<file path="config.mk">
export PLATFORM = sky130hd
export DESIGN_NAME = csb_glb_req_arb
export DESIGN_NICKNAME = d
export VERILOG_FILES = /design/src/rtl/csb_glb_req_arb.sv
export SDC_FILE = /design/constraint.sdc
export NUM_CORES = 1
export LEC_CHECK = 0
export CORE_AREA = 8 8 136 138
export CTS_BUF_LIST = sky130_fd_sc_hd__clkbuf_8
export DETAILED_ROUTE_END_ITERATION = 10
export DIE_AREA = 0 0 144 146
export PLACE_DENSITY = 0.79
export SYNTH_ARGS = -nofsm -noshare
export SYNTH_HDL_FRONTEND = slang
export SYNTH_SLANG_ARGS = --single-unit
</file>
<file path="constraint.sdc">
create_clock -name nvdla_core_clk -period 3.26 [get_ports nvdla_core_clk]
set_input_delay 0.978 -clock nvdla_core_clk [delete_from_list [all_inputs] [get_ports nvdla_core_clk]]
set_output_delay 0.978 -clock nvdla_core_clk [all_outputs]
set_load 0.05 [all_outputs]
</file>
<file path="src/rtl/csb_glb_req_arb.sv">
// Two-requester CSB arbiter in front of the GLB register slave.
// Port 0 is the host CSB path, port 1 the internal command sequencer.
// Round-robin grant into a registered downstream request slot; a small
// tag FIFO remembers which port owns each response-bearing request so
// responses are steered back to their originator in issue order.
module csb_glb_req_arb #(
    parameter int TAG_DEPTH = 4,
    parameter int TAG_AW    = 2
) (
    input  logic        nvdla_core_clk,
    input  logic        nvdla_core_rstn,
    input  logic        r0_req_pvld,
    output logic        r0_req_prdy,
    input  logic [62:0] r0_req_pd,
    input  logic        r1_req_pvld,
    output logic        r1_req_prdy,
    input  logic [62:0] r1_req_pd,
    output logic        csb2glb_req_pvld,
    input  logic        csb2glb_req_prdy,
    output logic [62:0] csb2glb_req_pd,
    input  logic        glb2csb_resp_valid,
    input  logic [33:0] glb2csb_resp_pd,
    output logic        r0_resp_valid,
    output logic [33:0] r0_resp_pd,
    output logic        r1_resp_valid,
    output logic [33:0] r1_resp_pd,
    output logic        arb_err_unexp_resp
);

    localparam logic [TAG_AW:0] TAG_FULL = (TAG_AW+1)'(TAG_DEPTH);

    // Tag FIFO: one bit per entry holding the owning port id.
    logic [TAG_DEPTH-1:0] tag_mem;
    logic [TAG_AW-1:0]    wr_ptr;
    logic [TAG_AW-1:0]    rd_ptr;
    logic [TAG_AW:0]      count;
    logic                 tag_head;

    logic last_gnt;
    logic r0_need_resp, r1_need_resp;
    logic r0_elig, r1_elig;
    logic out_free, tag_ok;
    logic gnt0, gnt1;
    logic push, pop;

    // Reads and non-posted writes expect a response and need a tag.
    assign r0_need_resp = ~r0_req_pd[54] | r0_req_pd[55];
    assign r1_need_resp = ~r1_req_pd[54] | r1_req_pd[55];

    // A pop frees an entry in the same cycle, so a full FIFO can still accept.
    assign pop      = glb2csb_resp_valid & (count != '0);
    assign tag_ok   = (count < TAG_FULL) | pop;
    assign r0_elig  = r0_req_pvld & (~r0_need_resp | tag_ok);
    assign r1_elig  = r1_req_pvld & (~r1_need_resp | tag_ok);
    assign out_free = ~csb2glb_req_pvld | csb2glb_req_prdy;
    assign tag_head = tag_mem[rd_ptr];

    // Round-robin grant: under contention, favour the port that did not win last.
    always_comb begin
        // NOTE: every output gets a default first so no path leaves it unassigned (no latch).
        gnt0 = 1'b0;
        gnt1 = 1'b0;
        if (out_free) begin
            if (r0_elig && r1_elig) begin
                gnt0 = last_gnt;
                gnt1 = ~last_gnt;
            end else begin
                gnt0 = r0_elig;
                gnt1 = r1_elig;
            end
        end
    end

    assign r0_req_prdy = gnt0;
    assign r1_req_prdy = gnt1;
    assign push        = (gnt0 & r0_need_resp) | (gnt1 & r1_need_resp);

    // Downstream request slot: load on grant, clear once accepted, hold while stalled.
    always_ff @(posedge nvdla_core_clk) begin
        // NOTE: sequential state uses non-blocking assignments so every register samples pre-edge values.
        if (!nvdla_core_rstn) begin
            csb2glb_req_pvld <= 1'b0;
            csb2glb_req_pd   <= '0;
        end else if (gnt0 || gnt1) begin
            csb2glb_req_pvld <= 1'b1;
            csb2glb_req_pd   <= gnt1 ? r1_req_pd : r0_req_pd;
        end else if (csb2glb_req_prdy) begin
            csb2glb_req_pvld <= 1'b0;
        end
    end

    // Round-robin pointer; reset to 1 so port 0 wins the first contention.
    always_ff @(posedge nvdla_core_clk) begin
        if (!nvdla_core_rstn) begin
            last_gnt <= 1'b1;
        end else if (gnt0 || gnt1) begin
            last_gnt <= gnt1;
        end
    end

    // Tag FIFO pointers and occupancy; pointers wrap naturally at TAG_DEPTH.
    always_ff @(posedge nvdla_core_clk) begin
        if (!nvdla_core_rstn) begin
            wr_ptr <= '0;
            rd_ptr <= '0;
            count  <= '0;
        end else begin
            if (push) wr_ptr <= wr_ptr + 1'b1;
            if (pop)  rd_ptr <= rd_ptr + 1'b1;
            case ({push, pop})
                2'b10:   count <= count + 1'b1;
                2'b01:   count <= count - 1'b1;
                default: count <= count;
            endcase
        end
    end

    // Tag storage: written on push only.
    always_ff @(posedge nvdla_core_clk) begin
        // NOTE: storage is not reset; the pointers and count alone define which entries are valid.
        if (push) tag_mem[wr_ptr] <= gnt1;
    end

    // Response steering: one-cycle pulse to the port at the FIFO head.
    always_ff @(posedge nvdla_core_clk) begin
        if (!nvdla_core_rstn) begin
            r0_resp_valid <= 1'b0;
            r1_resp_valid <= 1'b0;
            r0_resp_pd    <= '0;
            r1_resp_pd    <= '0;
        end else begin
            r0_resp_valid <= pop & ~tag_head;
            r1_resp_valid <= pop &  tag_head;
            if (pop && !tag_head) r0_resp_pd <= glb2csb_resp_pd;
            if (pop &&  tag_head) r1_resp_pd <= glb2csb_resp_pd;
        end
    end

    // Sticky error: a response arrived with no outstanding tag.
    always_ff @(posedge nvdla_core_clk) begin
        if (!nvdla_core_rstn) begin
            arb_err_unexp_resp <= 1'b0;
        end else if (glb2csb_resp_valid && (count == '0)) begin
            arb_err_unexp_resp <= 1'b1;
        end
    end

endmodule

</file>
* Word level (Yosys, flattened, before mapping)
Index checks and enable logic that the tools add are counted.
** Cells by class
- Add/subtract/negate cells :: 4
- Magnitude comparators :: 4
- Equal/unequal tests :: 2
- Muxes and demuxes :: 13
- Bitwise operators :: 21
- Reduce and logical (&&, ||, !) cells :: 11
** Operators with widths (number)
- 63-bit two-way mux :: 1
- 1-bit two-way mux :: 8
- 1-bit bitwise AND :: 7
- 1-bit inverter :: 7
- 1-bit OR :: 7
- 2-bit by 3-bit < comparator with 1-bit output, second input constant :: 2
- 3-bit case mux with 2 select lines :: 1
- 1-bit logical AND :: 5
- 2-bit by 1-bit adder with 2-bit output, second input constant :: 2
- 4-bit bitwise mux :: 1
- 2-bit nonzero test :: 2
- 3-bit by 1-bit adder with 3-bit output, second input constant :: 1
- 3-bit zero test :: 1
- 3-bit < comparator, second input constant :: 1
- 3-bit nonzero test :: 1
- 3-bit by 1-bit subtractor with 3-bit output, second input constant :: 1
- 1-bit binary-select mux with 2-bit select :: 1
- 1-bit demux with 2-bit select :: 1
- 2-bit by 1-bit equality test with 1-bit output, second input constant :: 1
- 2-bit equality test, second input constant :: 1
- 2-bit by 1-bit >= comparator with 1-bit output, second input constant :: 1
- 1-bit zero test :: 1
- 1-bit logical OR :: 1
** Storage, ports and cells
- Bits in registers :: 147
- Input port bits :: 166
- Output and inout port bits :: 137
- Logic and storage cells :: 67

* Logic depth before layout (Yosys ltp)
Gate-level depths: netlist (run 1).
- Word-level depth :: 12
- Gate-level depth with buffers :: 9
- Gate-level depth less buffers :: 9

* Least setup slack after synthesis (run 1)
OpenSTA, ideal clock, no wires.
- Path kind :: input port to output port
- Start point :: input port r1_req_pd[55]
- End point :: output port r1_req_prdy
- Data arrival time :: 2.586 ns
- Data required time :: 2.282 ns
- Slack :: -0.304 ns
- Stages on the path :: 5
- Path buffers :: 2
- Cells stage by stage :: nand2b_1 a211o_1 buf_2 clkbuf_1 nor2_1
** Between the ends
- Cells in the longest elaborated chain, start to end :: 7
** Ends and longest elaborated chain
- from (decl) :: line 17 : input logic [62:0] r1_req_pd,
- 1-bit OR * :: line 48 : assign r1_need_resp = ~r1_req_pd[54] | r1_req_pd[55];
- 1-bit inverter * :: line 54 : assign r1_elig = r1_req_pvld & (~r1_need_resp | tag_ok);
- 1-bit OR * :: line 54
- 1-bit bitwise AND * :: line 54
- 1-bit logical AND :: line 64 : if (r0_elig && r1_elig) begin
- 1-bit two-way mux * :: line 64
- 1-bit two-way mux * :: line 63 : if (out_free) begin
- to (decl) :: line 16 : output logic r1_req_prdy,
Every way passes the cells marked *; elsewhere a longest branch is shown, timed or not.

* Worst setup path after layout (run 1)
Ends and elaborated chain as after synthesis.

==> results of run 1 <==
[cell type report]
cell class / instances / area, sq um
repair buffers: 334 / 3390
multi-input cells: 481 / 2810
inverters: 6 / 22.5
well taps: 220 / 275
clock buffers: 18 / 248
clock inverters: 14 / 166
flip-flops and latches: 147 / 2980
fillers: 1401 / 6400
[power groups by stage]
stage          clock, mW  combinational, mW  sequential, mW
2_1_floorplan          0              0.780            3.14
3_3_place_gp           0               2.62            2.28
3_5_place_dp           0               2.65            2.29
4_1_cts             1.55               2.66            2.25
5_1_grt             1.62               2.80            2.29
6_report            1.51               2.65            2.25
[placed cells by master (no fill, tap or decap), types with 3 or more instances in the layout]
cell type / count
nor2_1: 7
ha_1: 5
a21oi_1: 3
dfxtp_1: 143
clkbuf_8: 18
buf_12: 10
nand2_1: 40
nor3_1: 64
buf_4: 24
a311oi_1: 63
inv_1: 5
inv_6: 5
mux2i_1: 3
edfxtp_1: 4
clkinv_4: 3
and2_1: 4
o21ai_0: 132
clkdlybuf4s50_1: 295
nand3_1: 133
[sequential cells by signal, indices dropped and copies added, names as in the netlist]
signal / flops
r1_resp_pd: 34
csb2glb_req_pd: 63
csb2glb_req_pvld: 1
count: 3
rd_ptr: 2
wr_ptr: 2
r0_resp_pd: 34
tag_mem: 4
last_gnt: 1
arb_err_unexp_resp: 1
r0_resp_valid: 1
r1_resp_valid: 1
[cells in the mapped netlist, drive strengths merged]
cell,number
nor3,64
a211oi,3
and2,4
nand2b,5
xor2,2
nand3,133
a211o,1
edfxtp,4
o21a,1
dfxtp,143
fa,1
nor2b,2
buf,34
nand2,41
clkbuf,48
or3,1
nor2,8
a21o,1
a311oi,63
xnor2,2
mux4,1
mux2i,3
ha,5
a21oi,4
o211ai,1
and2b,1
or2,1
inv,6
o21ai,132
o31a,1
[routing by layer]
metal | vias to the layer above | track usage [%]
li1 | 3176 | -
met1 | 2978 | 23.5
met2 | 281 | 35.3
met3 | 32 | 9.32
met4 | 0 | 6.63
met5 | - | 0
[kinds of logic (layout without fill, tap and decap cells)]
group                    after synthesis  count (layout)  synth area share, %
XOR/XNOR                               4               4                0.573
multiplexers                           4               4                0.860
AND/OR/NAND/NOR                      260             260                 20.6
AO/OA/AOI/OAI                        207             207                 21.5
buffers and inverters                 88             372                 6.28
flip-flops                           147             147                 48.8
adder cells (fa/ha/maj)                6               6                 1.35
[final timing paths]
path / start / end / slack [ns] / depth (start not counted)
setup / recovery: r1_req_pd[55] / r1_req_prdy / 0.06 / 5
hold / removal: r1_resp_pd[23]$_SDFFE_PN0P_ / r1_resp_pd[23]$_SDFFE_PN0P_ / 0.47 / 2
setup reg to reg: count[2]$_SDFFE_PN0P_ / count[2]$_SDFFE_PN0P_ / 0.93 / 9
hold reg to reg: r1_resp_pd[23]$_SDFFE_PN0P_ / r1_resp_pd[23]$_SDFFE_PN0P_ / 0.47 / 2
[critical path, delay by kind of cell]
kind                   cells  cell delay [ns]
AOI/OAI and AO/OA          1             0.37
buffers and inverters      2             0.57
and+or+nand+nor            2             0.30
[through the flow]
step / power [mW] / hold slack, ns / instance area [sq um]
6_report: 6.40 / 0.473 / 9890
5_1_grt: 6.72 / 0.496 / 9890
4_1_cts: 6.46 / 0.479 / 9880
3_5_place_dp: 4.94 / 0.461 / 9430
3_3_place_gp: 4.90 / 0.453 / 9430
2_1_floorplan: 3.92 / 0.468 / 6130
[what timing repair did]
item / in CTS / in global routing
buffers inserted: 3 / 0
pin swaps: 1 / 0
gates resized for setup: 9 / 3
endpoints found under the hold margin: 0 / 0
endpoints found under the setup margin: 2 / 2
==> impl_results.md, run 1 <==
* Status: complete, no violations
* Total placed cells including tap cells at 1186
* Initial antenna violation count at 0
* Antenna viol nets, final at 0
* Synthesis-stage register bit count at 147
* Worst clock skew at 0.0158 ns
* Share of post-route cells with drive strength above 1 at 8.30%
* Setup WS pre-CTS at -0.165 ns
* CTS Buf Count at 17
* Worst-Margin Slew at 0.609 ns
* Crit end category: output port
* CP max-delay cell: clkdlybuf4s50_1
* Clock-pin slew on the worst setup and hold paths at 0.09 ns
* Int Power at 3.78 mW
* Setup CP Type: in -> out
* Crit-path max FO at 3
* Setup slack after layout at 0.0640 ns
* DRC at 0
* Final hold vios at 0
* GPL Wtd Cong at 0.824
* Sw power at 2.63 mW
* Via count at 6467
* Avg Synthesized Cell Area at 8.54 sq um
* Leakage at 3.51 nW
* Starting density of the core at 37.5%
* Post-detail-place hpwl at 16400 microns
* Largest net degree at the start of global routing at 109
* Comb pwr share at 41.3%
* Min cycle time layout at 3.20 ns
* WP data required at 2.28 ns
* Synth Instances at 716
* Area growth, synth to finish at 61.8%
* CTS Sinks at 147
* Fmax at 313 MHz
* First drt pass iteration count at 4
* Ranking of synthesized cells by area: dfxtp_1 (47%), nand3_1 (11%), o21ai_0 (11%)
* Nets at 1159
* Cell row count at 47
* Final WL at 22800 microns
* Global-route wire length before repair at 35200 microns
* Gr ovfl total at 0
* Sequential fraction of the synthesis area at 48.8%
* Mapped Nets at 888
* Iteration-0 DRC Markers at 356
* Core area at 16300 sq um
* Relative slew slack at 59.3%
* Worst VDD drop at 0.000291 V
* Die area at 21000 sq um
* Synth warnings at 0
* Data arrival, critical path at 2.22 ns
* WL met1 at 8830 microns
* Final Cycle Share at 98.0%
* I/O pin cnt at 303
* Yosys cell types at 37
* Switching Share at 41.0%
* Max Used Layer: met4
* Pwr per Cell Area at 647 nW/um^2
* # diodes at 0
* Final setup fails at 0
* Cts-stage hold buffer count at 0
* Worst Hold Class: reg -> reg
* Port Buffers at 302
* Clk_lat worst skew at 0.44 ns
* CP Launch Type: input pin
* H-tree depth at 4
* TritonCTS clock tree: yes
* Via-per-instance ratio at 5.30
* Wire length on met2 at 11100 microns
* Slowest cell delay on critical path at 0.42 ns
* Clk network pwr share at 23.6%
* Post-route setup TNS at 0 ns
* Clock Path Buffers at 2
* Crit path cell chain: clkdlybuf4s50_1 > nand2b_4 > a211o_2 > nor2_4 > buf_8
* Seq pwr share at 35.1%
* Unrepaired setup endpoints after global routing: false
* Mapped cell area at 6110 sq um
* GRT Util Overall at 21.1%
* Met3 Wirelength at 2540 microns
* Vias in the first global route at 6493
* Die height at 146 microns
* Non-Filler Instances at 1220
* Share of the synthesized area in the top cell type at 46.8%
* Largest area contributor in the netlist: dfxtp_1
* Root Buffer: clkbuf_8
* WL/cell at 18.7 microns
* Die Width at 144 microns
* Max-slew violations at 0
* Core Util, Final at 60.7%
* Max-cap violation count at 0
Power figures use the tool's default switching activity.
==> run 2, diff against run 1 <==
--- a/config.mk
+++ b/config.mk
@@ -5,10 +5,10 @@
 export SDC_FILE = /design/constraint.sdc
 export NUM_CORES = 1
 export LEC_CHECK = 0
-export CORE_AREA = 8 8 136 138
+export CORE_AREA = 2 2 130 132
 export CTS_BUF_LIST = sky130_fd_sc_hd__clkbuf_8
 export DETAILED_ROUTE_END_ITERATION = 10
-export DIE_AREA = 0 0 144 146
+export DIE_AREA = 0 0 132 134
 export PLACE_DENSITY = 0.79
 export SYNTH_ARGS = -nofsm -noshare
 export SYNTH_HDL_FRONTEND = slang
==> run 2 against run 1 <==
  * Cell area increased by 0.72%
  * Clock skew is 0.0078 ns lower
  * First-iteration DRC count shrank 23%
  * Clock power decreased by 11%
  * Sequential power hardly changed
  * Core utilization up 0.44 points
  * Final cell count grew 0.82%
  * Sequential share of layout area is 0.22 points lower
  * Routed wire length fell by 7.7%
  * Register-to-register slack lost 0.04 ns
==> impl_results.md, run 2 (synthesis gave the netlist of run 1 again) <==
* Via-per-instance ratio at 5.29 (-0.17%)
* Antenna viol nets, final at 0 (unchanged)
* Gr ovfl total at 0 (unchanged)
* WHS at 0.476 ns (+0.00298 ns)
* Fmax at 312 MHz (-0.42%)
* CP delay by family, top: buffers and inverters
* Most frequent cells in the layout: clkdlybuf4s50_1 (296), dfxtp_1 (143), nand3_1 (133), o21ai_0 (132), nor3_1 (64)
* GPL Wtd Cong at 0.788 (-4.5%)
* Vias in the first global route at 6149 (-5.3%)
* CP Depth at 5 (unchanged)
* Die height at 134 microns (-8.2%)
* Die area at 17700 sq um (-16%)
* GRT Util Overall at 23.4% (+2.3 points)
* Worst reg2reg setup slack at 0.89 ns (-0.04 ns)
* Biggest regs: csb2glb_req_pd (63), r0_resp_pd (34), r1_resp_pd (34)
* Data arrival, critical path at 2.23 ns (about the same)
* Initial antenna violation count at 0 (unchanged)
* Seq pwr share at 36.0% (+0.9 points)
* Setup crit end: r1_req_prdy
* Slowest cell delay on critical path at 0.54 ns (+0.12 ns)
* Depth of the worst register-to-register path at 9 (unchanged)
* I/O pin cnt at 303 (unchanged)
* Largest net degree at the start of global routing at 76 (-30%)
* Int Power at 3.63 mW (-4.0%)
* Worst VDD drop at 0.000323 V (+11%)
* Clk_lat worst skew at 0.45 ns (about the same)
* Post-detail-place hpwl at 15000 microns (-9.0%)
* CP Launch Type: input pin
* H-tree depth at 4 (unchanged)
* Final setup fails at 0 (unchanged)
* Starting density of the core at 37.5% (unchanged)
* CTS Buf Count at 17 (unchanged)
* Final WL at 21100 microns (-7.7%)
* WL/cell at 17.1 microns (-8.5%)
* Via count at 6509 (+0.65%)
* Core area at 16300 sq um (unchanged)
* Root Buffer: clkbuf_8
* Nets at 1169 (+0.86%)
* DP Area at 9550 sq um (+1.3%)
* Worst Hold Class: reg -> reg
* Max-slew violations at 0 (unchanged)
* Crit path cell chain: clkdlybuf4s50_1 > nand2b_4 > a211o_4 > nor2_4 > buf_8
* Die Width at 132 microns (-8.3%)
* Max-cap violation count at 0 (unchanged)
* Post-route setup TNS at 0 ns (unchanged)
* Cell row count at 47 (unchanged)
* Global-route wire length before repair at 32900 microns (-6.5%)
* Clock-pin slew on the worst setup and hold paths at 0.09 ns (about the same)
* Register bank with the most flops: csb2glb_req_pd
* Switching Share at 42.0% (+0.99 points)
* Relative slew slack at 53.0% (-6.2 points)
* Setup CP Type: in -> out
* First drt pass iteration count at 5 (+1)
* Crit-path max FO at 3 (unchanged)
* Min cycle time layout at 3.21 ns (+0.0136 ns)
* Fillers at 1434 (+2.4%)
* Port Buffers at 302 (unchanged)
* Crit path buffers/inverters at 2 (unchanged)
* Unrepaired setup endpoints after global routing: false
* Worst-Margin Slew at 0.705 ns (+0.0956 ns)
* Cts-stage hold buffer count at 0 (unchanged)
* Sw power at 2.63 mW (about the same)
* Pwr per Cell Area at 628 nW/um^2 (-3.0%)
* Worst r2r dst: count[2]$_SDFFE_PN0P_
* CP max-delay cell: clkdlybuf4s50_1
* Worst clock skew at 0.00793 ns (-0.00783 ns)
* Final design instance area without fill at 9960 sq um (+0.72%)
* TritonCTS clock tree: yes
* # diodes at 0 (unchanged)
* Worst setup path start: r1_req_pd[54]
* Comb pwr share at 42.4% (+1.1 points)
* DRC at 0 (unchanged)
* Area growth, synth to finish at 63.0%
* Setup slack after layout at 0.0504 ns (-0.0136 ns)
* Leakage at 3.52 nW (+0.41%)
* Crit end category: output port
* Clock Path Buffers at 2 (unchanged)
* Clk network pwr share at 21.6% (-2.0 points)
* Status: complete, no violations
* Iteration-0 DRC Markers at 275 (-23%)
* Worst r2r src: count[2]$_SDFFE_PN0P_
* Final Cycle Share at 98.5% (+0.42 points)
* Largest register FFs at 63 (unchanged)
* Setup WS pre-CTS at -0.155 ns (+0.0103 ns)
* CTS Sinks at 147 (unchanged)
* WP data required at 2.28 ns (about the same)
* Share of post-route cells with drive strength above 1 at 9.31% (+1.0 points)
* Final hold vios at 0 (unchanged)
* Commonest non-fill, non-tap cell in the layout: clkdlybuf4s50_1
run 2: cell types whose count changed in the layout (fill, tap and decap cells not counted), moves of 2 or more:
cell            previous run  this run
bufinv_16                  2         0
buf_4                     24        30
dlymetal6s2s_1             2         0
clkinvlp_4                 1         3
buf_12                    10        13
inv_6                      5         7
run 2: layer usage:
metal | routed length [microns] | share of wire [%] | vias up | track usage, %
li1 | - | - | 3202 | -
met1 | 8170 | 39 | 2988 | 27.7
met2 | 10400 | 50 | 295 | 39.4
met3 | 2070 | 9.8 | 24 | 9.22
met4 | 392 | 1.9 | 0 | 6.82
met5 | 0 | 0 | - | 0
run 2: power groups by stage:
stage	Sequential [mW]	Combinational, mW	Clock, mW
CTS	2.25	2.66	1.40
finish	2.25	2.65	1.35
global placement	2.28	2.62	0
detailed placement	2.29	2.64	0
floorplan	3.14	0.780	0
global route	2.29	2.81	1.48
run 2: worst min-delay path by stage:
stage                                           start  slack, ns  cells past startpoint                          end
after global routing      r0_resp_pd[19]$_SDFFE_PN0P_       0.50                      2  r0_resp_pd[19]$_SDFFE_PN0P_
after global placement    r1_resp_pd[14]$_SDFFE_PN0P_       0.45                      2  r1_resp_pd[14]$_SDFFE_PN0P_
after CTS                 r0_resp_pd[23]$_SDFFE_PN0P_       0.48                      2  r0_resp_pd[23]$_SDFFE_PN0P_
after detailed placement   r1_resp_pd[9]$_SDFFE_PN0P_       0.46                      2   r1_resp_pd[9]$_SDFFE_PN0P_
final                     r1_resp_pd[33]$_SDFFE_PN0P_       0.48                      2  r1_resp_pd[33]$_SDFFE_PN0P_
after floorplan                wr_ptr[1]$_SDFFE_PN0P_       0.47                      2       wr_ptr[1]$_SDFFE_PN0P_
run 2: what timing repair did:
item,CTS,global route
resized for setup,11,2
endpoints found under the hold margin,0,0
endpoints found under the setup margin,2,2
pin swaps,2,0
setup buffers,1,0
run 2: worst min-delay path: cells and delay by family (launching register included):
kind	cells	cell delay, ns
flip-flops	1	0.32
AO/OA/AOI/OAI	1	0.07
AND/OR/NAND/NOR	1	0.05
run 2: layout make-up:
class	count	area [sq um]	share of cell area, %
timing repair buffer	344	3500	35.1
sequential	147	2980	29.9
multi-input combinational	481	2810	28.2
tap	220	275	2.76
clock buffer	17	234	2.35
clock inverter	15	135	1.36
inverter	6	22.5	0.226
run 2: through the flow:
stage                     cells  util [%]  total power, mW
after floorplan             716         -             3.92
after global placement     1197      58.6             4.90
after detailed placement   1197      58.6             4.94
after CTS                  1230      61.1             6.31
after global routing       1230      61.2             6.58
final                      1230      61.2             6.25
